==> src/rtl/bfp_scale_ctrl_pkg.sv <==
// Shared FSM state encoding and default scaling target for the BFP scale controller.
package bfp_scale_ctrl_pkg;

  typedef enum logic [1:0] {
    IDLE   = 2'd0,
    ACCUM  = 2'd1,
    DRAIN  = 2'd2,
    REPORT = 2'd3
  } state_e;

  localparam int TARGET_IDX_DEF = 15;

endpackage

==> src/rtl/bfp_scale_ctrl_mag_detect.sv <==
// Leading-sign detector: index of the highest bit that differs from the sign bit.
// Combinational; zero and -1 both map to index 0.
module mag_detect_v2 #(
  parameter int WIDTH = 23,
  parameter int IDX_W = $clog2(WIDTH)
) (
  input  logic [WIDTH-1:0] data_i,
  output logic [IDX_W-1:0] idx_o
);

  always_comb begin
    idx_o = '0;
    for (int i = 0; i < WIDTH - 1; i++) begin
      if (data_i[i] != data_i[WIDTH-1]) idx_o = IDX_W'(i);
    end
  end

endmodule

==> src/rtl/bfp_scale_ctrl.sv <==
// Per-frame max leading-sign tracker producing a right-shift for the next FFT stage; report 2 cycles
// after the last accept, in_ready low until the report is taken. BFP_EXP_ACC_EN enables blk_exp accumulation.
module bfp_scale_ctrl
  import bfp_scale_ctrl_pkg::*;
#(
  parameter int WIDTH      = 23,
  parameter int FRAME_LEN  = 512,
  parameter int TARGET_IDX = TARGET_IDX_DEF,
  parameter int EXP_W      = 8
) (
  input  logic                     clk,
  input  logic                     rst_n,
  input  logic                     frame_clr,
  input  logic                     in_valid,
  output logic                     in_ready,
  input  logic [WIDTH-1:0]         in_data,
  output logic                     scale_valid,
  input  logic                     scale_ready,
  output logic [$clog2(WIDTH)-1:0] scale_shift,
  output logic [$clog2(WIDTH)-1:0] max_idx,
  output logic [EXP_W-1:0]         blk_exp
);

  localparam int IDX_W = $clog2(WIDTH);
  localparam int CNT_W = $clog2(FRAME_LEN);
  localparam logic [IDX_W-1:0] TGT  = IDX_W'(TARGET_IDX);
  localparam logic [CNT_W-1:0] LAST = CNT_W'(FRAME_LEN - 1);

  state_e           state_q, state_d;
  logic [CNT_W-1:0] cnt_q, cnt_d;
  logic [IDX_W-1:0] max_q, max_d, max_nxt;
  logic             pipe_vld_q, pipe_vld_d;
  logic [IDX_W-1:0] pipe_idx_q, pipe_idx_d;
  logic [IDX_W-1:0] shift_q, shift_d;
  logic [IDX_W-1:0] maxo_q, maxo_d;
  logic [IDX_W-1:0] det_idx;
  logic             accept, hs;

  mag_detect_v2 #(.WIDTH(WIDTH), .IDX_W(IDX_W)) u_mag (
    .data_i (in_data),
    .idx_o  (det_idx)
  );

  assign in_ready    = (state_q == IDLE) || (state_q == ACCUM);
  assign scale_valid = (state_q == REPORT);
  assign accept      = in_valid && in_ready;
  assign hs          = scale_valid && scale_ready;
  assign scale_shift = shift_q;
  assign max_idx     = maxo_q;

  // Max including the index still in the pipe, so DRAIN sees the last sample.
  assign max_nxt = (pipe_vld_q && (pipe_idx_q > max_q)) ? pipe_idx_q : max_q;

  always_comb begin
    state_d    = state_q;
    cnt_d      = cnt_q;
    max_d      = max_nxt;
    pipe_vld_d = accept;
    pipe_idx_d = accept ? det_idx : pipe_idx_q;
    shift_d    = shift_q;
    maxo_d     = maxo_q;

    case (state_q)
      IDLE: begin
        if (accept) begin
          state_d = ACCUM;
          max_d   = '0;
        end
      end
      ACCUM:  if (accept && (cnt_q == LAST)) state_d = DRAIN;
      DRAIN: begin
        state_d = REPORT;
        maxo_d  = max_nxt;
        shift_d = (max_nxt > TGT) ? (max_nxt - TGT) : '0;
      end
      REPORT: if (hs) state_d = IDLE;
      default: state_d = IDLE;
    endcase

    if (accept) cnt_d = (cnt_q == LAST) ? '0 : cnt_q + 1'b1;

    if (frame_clr) begin
      state_d    = IDLE;
      cnt_d      = '0;
      max_d      = '0;
      pipe_vld_d = 1'b0;
      shift_d    = shift_q;
      maxo_d     = maxo_q;
    end
  end

  always_ff @(posedge clk or negedge rst_n) begin
    if (!rst_n) begin
      state_q    <= IDLE;
      cnt_q      <= '0;
      max_q      <= '0;
      pipe_vld_q <= 1'b0;
      pipe_idx_q <= '0;
      shift_q    <= '0;
      maxo_q     <= '0;
    end else begin
      state_q    <= state_d;
      cnt_q      <= cnt_d;
      max_q      <= max_d;
      pipe_vld_q <= pipe_vld_d;
      pipe_idx_q <= pipe_idx_d;
      shift_q    <= shift_d;
      maxo_q     <= maxo_d;
    end
  end

`ifdef BFP_EXP_ACC_EN
  logic [EXP_W-1:0] exp_q;
  logic [EXP_W:0]   exp_sum;

  assign exp_sum = {1'b0, exp_q} + (EXP_W + 1)'(shift_q);

  always_ff @(posedge clk or negedge rst_n) begin
    if (!rst_n) begin
      exp_q <= '0;
    end else if (hs && !frame_clr) begin
      exp_q <= exp_sum[EXP_W] ? '1 : exp_sum[EXP_W-1:0];
    end
  end

  assign blk_exp = exp_q;
`else
  assign blk_exp = '0;
`endif

endmodule

==> config.mk <==
export PLATFORM = sky130hd
export DESIGN_NAME = bfp_scale_ctrl
export DESIGN_NICKNAME = d
export VERILOG_FILES = /design/src/rtl/bfp_scale_ctrl_pkg.sv /design/src/rtl/bfp_scale_ctrl_mag_detect.sv /design/src/rtl/bfp_scale_ctrl.sv
export SDC_FILE = /design/constraint.sdc
export NUM_CORES = 1
export LEC_CHECK = 0
export CORE_MARGIN = 4
export CORE_UTILIZATION = 35
export DETAILED_ROUTE_END_ITERATION = 10
export DONT_BUFFER_PORTS = 1
export MAX_ROUTING_LAYER = met4
export PLACE_DENSITY = 0.48
export SYNTH_ARGS = -nofsm -noshare
export SYNTH_HDL_FRONTEND = slang
export SYNTH_SLANG_ARGS = --single-unit
==> constraint.sdc <==
create_clock -name clk -period 7.6 [get_ports clk]
set_clock_uncertainty 0.2 [all_clocks]
set_input_delay 2.28 -clock clk [delete_from_list [all_inputs] [get_ports clk]]
set_output_delay 2.28 -clock clk [all_outputs]
set_load 0.005 [all_outputs]
Yosys cells after proc, flatten, opt, wreduce, memory -nomap -nowiden
Cells that the tools add are included.
{"block": "totals", "inputBits": 28, "regBits": 32}
{"block": "classes", "order_cmp": 2, "n_reduce_logical": 9, "n_eq_ne": 28, "add_sub_neg": 2, "bitwise_logic": 1, "muxes": 35}
{"op": "$mux W5", "n": 11}
{"op": "$mux W4", "n": 8}
{"op": "$mux W9", "n": 3}
{"op": "$ne A1 B1 Y1", "n": 21}
{"op": "$mux W2", "n": 6}
{"op": "$mux W3", "n": 4}
{"op": "$add A9 B1 Y9 const B", "n": 1}
{"op": "$eq A9 B9 Y1 const B", "n": 1}
{"op": "$pmux W2 S4", "n": 1}
{"op": "$ne A3 B2 Y1 const B", "n": 2}
{"op": "$gt A5 B4 Y1 const B", "n": 1}
{"op": "$gt A5 B5 Y1", "n": 1}
{"op": "$sub A5 B4 Y5 const B", "n": 1}
{"op": "$eq A2 B2 Y1 const B", "n": 2}
{"op": "$logic_and A1 B1 Y1", "n": 4}
{"op": "$ne A3 B3 Y1 const B", "n": 1}
{"op": "$reduce_and A3 Y1", "n": 1}
{"op": "$eq A2 B1 Y1 const B", "n": 1}
{"op": "$logic_not A2 Y1", "n": 1}
{"op": "$mux W1", "n": 2}
{"op": "$reduce_and A2 Y1", "n": 1}
{"op": "$reduce_bool A2 Y1", "n": 1}
{"op": "$logic_or A1 B1 Y1", "n": 1}
{"op": "$not A1 Y1", "n": 1}

Depth between registers and ports, before layout
Gate-level depths: netlist (run 1).
{"block": "depth", "depth_word": 22, "depth_mapped": 14, "ltp_nobuf": 13}

Modules after synthesis
Synthesis (run 1) repeated with hierarchy kept, for this count alone.
{"block": "hier_totals", "cells_unflattened": 262, "area_unflattened_um2": 2290.9}
{"module": "bfp_scale_ctrl", "area_each_um2": 1823.0, "n_inst": 1, "seq_area_each_um2": 800.8, "cells_each": 182}
{"module": "mag_detect_v2", "area_each_um2": 467.9, "n_inst": 1, "seq_area_each_um2": 0.0, "cells_each": 80}

Least setup slack after synthesis (run 1)
Ideal clock, no wire load.
{"block": "synth_path", "path_kind": "input port to flip-flop", "from": "input port in_data[22]", "to": "register pipe_idx_q[2]", "setup_slack_ps": 4083, "t_arrival_ps": 3244, "path_stages": 6, "required_ps": 7327, "setup_ps": 73, "cell_sequence": "buf_6 > or3_4 > o22ai_2 > nand2b_1 > a21bo_1 > a21oi_2"}
{"block": "synth_between", "elab_chain_len": 19, "word_cells_on_any_way": 36}
{"element": "from (decl)", "line": "bfp_scale_ctrl.sv:16", "rtl": "input logic [WIDTH-1:0] in_data,"}
{"element": "$ne A1 B1 Y1", "line": "bfp_scale_ctrl_mag_detect.sv:14", "rtl": "if (data_i[i] != data_i[WIDTH-1]) idx_o = IDX_W'(i);"}
{"element": "$mux W3 (4 in a row)", "line": "bfp_scale_ctrl_mag_detect.sv:14"}
{"element": "$mux W4 (8 in a row)", "line": "bfp_scale_ctrl_mag_detect.sv:14"}
{"element": "$mux W5 (5 in a row)", "line": "bfp_scale_ctrl_mag_detect.sv:14"}
{"element": "$mux W5 (*)", "line": "bfp_scale_ctrl_mag_detect.sv:14"}
{"element": "to (signal assigned)", "line": "bfp_scale_ctrl.sv:106", "rtl": "pipe_idx_q <= pipe_idx_d;"}
{"element": "to (decl)", "line": "bfp_scale_ctrl.sv:33", "rtl": "logic [IDX_W-1:0] pipe_idx_q, pipe_idx_d;"}
Every way passes the cells marked *; elsewhere a longest branch is shown, timed or not.
A chain may end at the register's enable or synchronous reset.

Worst setup path after layout (run 1)
{"block": "layout_path", "from": "register state_q[1]", "to": "output port in_ready"}
{"block": "layout_between", "elab_chain_len": 2, "word_cells_on_any_way": 3}
{"element": "from (decl)", "line": "bfp_scale_ctrl.sv:29", "rtl": "state_e state_q, state_d;"}
{"element": "from (signal assigned)", "line": "bfp_scale_ctrl.sv:102", "rtl": "state_q <= state_d;"}
{"element": "$eq A2 B1 Y1 / $logic_not A2 Y1 (equally long branches)", "line": "bfp_scale_ctrl.sv:44", "rtl": "assign in_ready = (state_q == IDLE) || (state_q == ACCUM);"}
{"element": "$logic_or A1 B1 Y1 (*)", "line": "bfp_scale_ctrl.sv:44"}
{"element": "to (decl)", "line": "bfp_scale_ctrl.sv:15", "rtl": "output logic in_ready,"}
Marked as above.

==> results.json, run 1 <==
{
  "place_ws_ps": 4006,
  "postSynthCellCount": 268,
  "grt_max_degree": 33,
  "leakage_nw": 1.103,
  "synthArstFlopShare_pct": 100.0,
  "synth_edf_count": 0,
  "status": "finished clean",
  "fin_crit_ps": 3804,
  "final.setup.tns_ps": 0,
  "htree_num_levels": 2,
  "cts_buffers": 5,
  "start_util_pct": 36.16,
  "cp.required_ps": 5120,
  "maxCapViolCount": 0,
  "hold_slack_ps": 293.5,
  "antennaDiodeCount": 0,
  "num_vias": 1821,
  "grt_first_pass_wirelength_mm": 7.976,
  "clk_latency_ps": 280,
  "wl_mm": 4.649,
  "antenna_found_initial": 0,
  "crit_type": "reg2out",
  "min_path_type": "reg2reg",
  "root_buffer": "clkbuf_8",
  "first_pass_iters": 4,
  "timing_worst_slew_pin_value_ps": 632.4,
  "postCtsResizedCells": 0,
  "drive_gt1_share_pct": 7.491,
  "crit_fanout": 6,
  "first_iter_violations": 80,
  "finalMaxSlewViolations": 0,
  "hpwlAfterDp_mm": 3.672,
  "crit_path_end_kind": "output pin",
  "wl_per_cell_um": 13.51,
  "grt_use_total_pct": 13.05,
  "power_mw": 0.5972,
  "drc": 0,
  "grt_pass1_vias": 1733,
  "syn_area_per_cell_um2": 8.567,
  "cts_buffer_depth": 2,
  "setup_viol": 0,
  "ys_ff_latch": 32,
  "post_cts_buffers": 0,
  "io_buffers": 0,
  "hold_buffers": 0,
  "peakVddDrop_v": 0.0001310,
  "clk_pin_slew_ps": 70,
  "vias_per_cell": 5.294,
  "arrival_ps": 1320,
  "ys_warn_count": 0,
  "chipWidth_um": 88.99,
  "start_kind": "register",
  "row_count": 29,
  "p_per_area_mw_per_mm2": 248.3,
  "ios": 48,
  "slew-limit-headroom_pct": 57.84,
  "timing.final.crit_share_pct": 50.05,
  "n_fill_cell": 651,
  "synth_seq_area_share_pct": 34.88,
  "area_delta_synth_final_pct": 4.741,
  "syn-cell-area_mm2": 0.002296,
  "coreArea_mm2": 0.006350,
  "fp.dieH_um": 88.99,
  "cts_sinks": 32,
  "cts_tree": "done",
  "hold_viol": 0,
  "regArea_um2": 800.8,
  "ys.flop_type": "dfrtp_1",
  "grt_overflow": 0,
  "die_area_mm2": 0.007919,
  "multi_input_area_mm2": 0.001351,
  "detail-route-antenna-nets": 0,
  "nets": 308,
  "fmax_mhz": 262.9,
  "rsz0062_at_grt": "false",
  "layout_setup_ws_ps": 3796,
  "gp_congestion": 0.7638,
  "ys_types": 53
}
## per-layer routing
metal  GRT usage, %  share of wire [%]  vias to the layer above
met1          16.81                 48                      837
met3          2.949                5.9                        9
met5              -                  0                        -
met4          4.060                1.5                        0
li1               -                  -                      936
met2          20.45                 45                       39
## placed cells by master, fill, tap and decap left out, drive strengths merged, types with 2 or more instances in the layout
cell and count:
clkbuf 7, o21ai 28, o31ai 3, nand2 32, or3 5, a31oi 3
a21o 2, xnor2 4, a221oi 2, a21oi 8, nor2 25, dfrtp 32
nor3 8, ha 13, o21a 4, mux2i 10, conb 8, a22o 3
a211oi 2, o22ai 3, inv 14, a32o 2, and3 8, or2 3
a41oi 2, nand3 12, o2bb2ai 2, nor2b 4, nand2b 6
## final timing paths
path                                             start  slack, ps                    endpoint  cells after the start
worst max-delay path            state_q[1]$_DFFE_PN0P_       3800                    in_ready                      3
worst min-delay path              cnt_q[5]$_DFFE_PN0P_        290        cnt_q[5]$_DFFE_PN0P_                      1
worst max register to register      max_q[2]$_DFF_PN0_       4410  scale_shift[1]$_DFFE_PN0P_                     13
worst min register to register    cnt_q[5]$_DFFE_PN0P_        290        cnt_q[5]$_DFFE_PN0P_                      1
max in group asynchronous                        rst_n       5620          max_q[1]$_DFF_PN0_                      0
min in group asynchronous                        rst_n       1490      state_q[0]$_DFFE_PN0P_                      0
## stage by stage
stage / util (%) / cells / area, um2
after global placement: 36.35 / 337 / 2308
after detailed placement: 36.35 / 337 / 2308
after floorplan: - / 275 / 2322
after CTS: 37.87 / 344 / 2405
after global routing: 37.87 / 344 / 2405
final: 37.87 / 344 / 2405
## power breakdown
group / internal (mW) / switching (mW) / leakage (nW) / total [mW]
combinational: 0.0916 / 0.117 / 0.627 / 0.209
clock: 0.0806 / 0.0579 / 0.0503 / 0.138
sequential: 0.209 / 0.0407 / 0.426 / 0.250
## worst max-delay path: stages (launching register included)
cell and delay (ps):
dfrtp_1 400, inv_1 80, ha_1 250, or2_2 310
## Yosys cell counts (3+ instances only)
cell type | n | area [um2]
dfrtp_1 | 32 | 800.8
nand2_1 | 32 | 120.1
nor2_1 | 25 | 93.84
o21ai_1 | 21 | 105.1
inv_1 | 14 | 52.55
ha_1 | 13 | 162.7
nand3_1 | 12 | 60.06
mux2i_1 | 9 | 90.09
and3_1 | 8 | 50.05
buf_4 | 8 | 60.06
nor3_1 | 7 | 35.03
a21oi_1 | 6 | 30.03
nand2b_1 | 6 | 37.54
o21ai_0 | 6 | 30.03
buf_2 | 4 | 20.02
nor2b_1 | 4 | 25.02
o21a_1 | 4 | 30.03
xnor2_1 | 4 | 35.03
a22o_1 | 3 | 26.28
a31oi_1 | 3 | 18.77
buf_6 | 3 | 33.78
or3_1 | 3 | 18.77
## logic make-up (layout without fill, tap and decap cells)
| family | Yosys count | in the layout | share of synthesized area (%) |
|---|---|---|---|
| buf+inv | 30 | 22 | 7.411 |
| mux | 10 | 10 | 4.523 |
| compound gates | 71 | 71 | 21.64 |
| xor+xnor | 5 | 5 | 1.907 |
| other cells | 1 | 8 | 0.1633 |
| fa+ha+maj | 13 | 13 | 7.085 |
| flops | 32 | 32 | 34.88 |
| simple gates | 106 | 106 | 22.40 |
## state kept, by name, indices dropped and copies added (netlist names)
signal	count
max_idx	5
cnt_q	9
max_q	5
scale_shift	5
state_q	2
pipe_idx_q	5
pipe_vld_q	1
## layout make-up
class                   count  share of cell area, %
flip-flops and latches     32                  33.30
well taps                  77                  4.006
multi-input cells         213                  56.19
inverters                  14                  2.185
clock buffers               7                  4.006
repair buffers              1                 0.3122
Note: power is estimated with default switching activity, not from simulation.
==> run 2: changes to the inputs <==
--- a/config.mk
+++ b/config.mk
@@ -10,7 +10,7 @@
 export DETAILED_ROUTE_END_ITERATION = 10
 export DONT_BUFFER_PORTS = 1
 export MAX_ROUTING_LAYER = met4
-export PLACE_DENSITY = 0.48
+export PLACE_DENSITY = 0.5
 export SYNTH_ARGS = -nofsm -noshare
 export SYNTH_HDL_FRONTEND = slang
 export SYNTH_SLANG_ARGS = --single-unit
==> constraint.sdc (replaced) <==
create_clock -name clk -period 3.3 [get_ports clk]
set_clock_uncertainty 0.2 [all_clocks]
set_input_delay 0.99 -clock clk [delete_from_list [all_inputs] [get_ports clk]]
set_output_delay 0.99 -clock clk [all_outputs]
set_load 0.005 [all_outputs]
==> results.json, run 2 (synthesized netlist as in run 1, its figures left out) <==
{
  "hold_buffers": 0,
  "mostFrequentLayoutCells": "32 x nand2_1, 32 x dfrtp_1, 25 x nor2_1, 21 x o21ai_1, 14 x inv_1",
  "setup_viol": 0,
  "timing.final.crit_share_pct": 90.43,
  "grt_util_met3_pct": 3.871,
  "fin_crit_ps": 2984,
  "row_count": 29,
  "first_pass_iters": 4,
  "chipWidth_um": 88.99,
  "root_buffer": "clkbuf_8",
  "start_kind": "register",
  "antennaDiodeCount": 0,
  "final.setup.tns_ps": 0,
  "largest_reg_flops": 9,
  "cts_tree": "done",
  "drive_gt1_share_pct": 8.456,
  "hold_viol": 0,
  "area_delta_synth_final_pct": 5.777,
  "n_fill_cell": 638,
  "slew-limit-headroom_pct": 65.84,
  "layout_setup_ws_ps": 315.9,
  "use_met2_pct": 19.23,
  "num_vias": 1822,
  "nets": 312,
  "drc": 0,
  "maxCapViolCount": 0,
  "htree_num_levels": 2,
  "io_buffers": 0,
  "grt_overflow": 0,
  "top_register": "cnt_q",
  "dp_cells": 341,
  "clk_pin_slew_ps": 60,
  "post_cts_buffers": 0,
  "min_path_type": "in2async",
  "first_iter_violations": 48,
  "status": "finished clean",
  "postCtsResizedCells": 0,
  "cts_buffer_depth": 2,
  "crit_type": "reg2reg",
  "hpwlAfterDp_mm": 3.735,
  "wl_per_cell_um": 13.57,
  "finalMaxSlewViolations": 0,
  "cts_buffers": 5,
  "grt_use_total_pct": 12.96,
  "cts_sinks": 32,
  "rsz0062_at_grt": "false",
  "worstReg2RegEnd": "scale_shift[1]$_DFFE_PN0P_",
  "vias_per_cell": 5.221,
  "leakage_nw": 1.116,
  "fmax_mhz": 335.1,
  "crit_path_end_kind": "register",
  "grt_pass1_vias": 1723,
  "met1_usage_pct": 17.16,
  "grt_first_pass_wirelength_mm": 7.893,
  "grt.busiest_layer": "met2",
  "clk_latency_ps": 280,
  "arrival_ps": 3000,
  "hold_slack_ps": 198.4,
  "p_per_area_mw_per_mm2": 570.9,
  "final_area_mm2": 0.002429,
  "r2r_slack_ps": 320,
  "timing_worst_slew_pin_value_ps": 510.5,
  "antenna_found_initial": 0,
  "wl_mm": 4.737,
  "start_util_pct": 36.16,
  "place_ws_ps": 347.5,
  "dpl_cell_area_mm2": 0.002338,
  "final_cell_count_no_fill": 349,
  "crit_fanout": 6,
  "rr_startpoint": "max_q[2]$_DFF_PN0_",
  "peakVddDrop_v": 0.0002719,
  "ios": 48,
  "r2r_cells": 12,
  "gp_congestion": 0.8261,
  "grt_max_degree": 33,
  "coreArea_mm2": 0.006350,
  "cp.required_ps": 3320,
  "fp.dieH_um": 88.99,
  "detail-route-antenna-nets": 0,
  "die_area_mm2": 0.007919
}
## run 2: cell count changes in the layout (fill, tap and decap cells not counted), sizes merged
cell and change:
clkbuf +1, buf +4
## run 2: power by group
part	internal, mW	switching [mW]
Combinational	0.229	0.284
Sequential	0.482	0.0831
Clock	0.170	0.138
Total	0.881	0.505
## run 2: routing by layer
layer | share of wire [%] | up-vias
li1 | - | 939
met4 | 1.4 | 0
met5 | 0 | -
met2 | 44 | 36
met3 | 5.0 | 7
met1 | 49 | 840
## run 2: critical path, stage by stage (launching register included)
cell     delay (ps)
dfrtp_1         450
inv_1            70
ha_1            300
o21ai_1         130
a21oi_1          60
o31ai_2         320
mux2i_1         300
inv_1            70
ha_1            240
o21a_1          120
ha_1            200
nor2_1          240
a32o_1          220
## run 2: through the flow
step                      util [%]  total power, mW
after global routing         38.25            1.504
after detailed placement     36.83            1.097
after floorplan                  -           0.9808
after CTS                    38.25            1.408
after global placement       36.83            1.092
final                        38.25            1.386
## run 2: worst max path at each step
stage | start | end | slack, ps
6_report | max_q[2]$_DFF_PN0_ | scale_shift[1]$_DFFE_PN0P_ | 320
4_1_cts | max_q[2]$_DFF_PN0_ | scale_shift[1]$_DFFE_PN0P_ | 330
3_3_place_gp | max_q[2]$_DFF_PN0_ | scale_shift[4]$_DFFE_PN0P_ | 330
3_5_place_dp | max_q[2]$_DFF_PN0_ | scale_shift[4]$_DFFE_PN0P_ | 350
2_1_floorplan | max_q[2]$_DFF_PN0_ | scale_shift[4]$_DFFE_PN0P_ | 450
5_1_grt | max_q[2]$_DFF_PN0_ | scale_shift[2]$_DFFE_PN0P_ | 20
## run 2: area by class of cell
type	instances	area [um2]	area share, %
repair buffers	5	37.54	1.546
multi-input cells	213	1351	55.64
clock buffers	8	90.09	3.709
well taps	77	96.34	3.967
flip-flops and latches	32	800.8	32.97
inverters	14	52.55	2.164
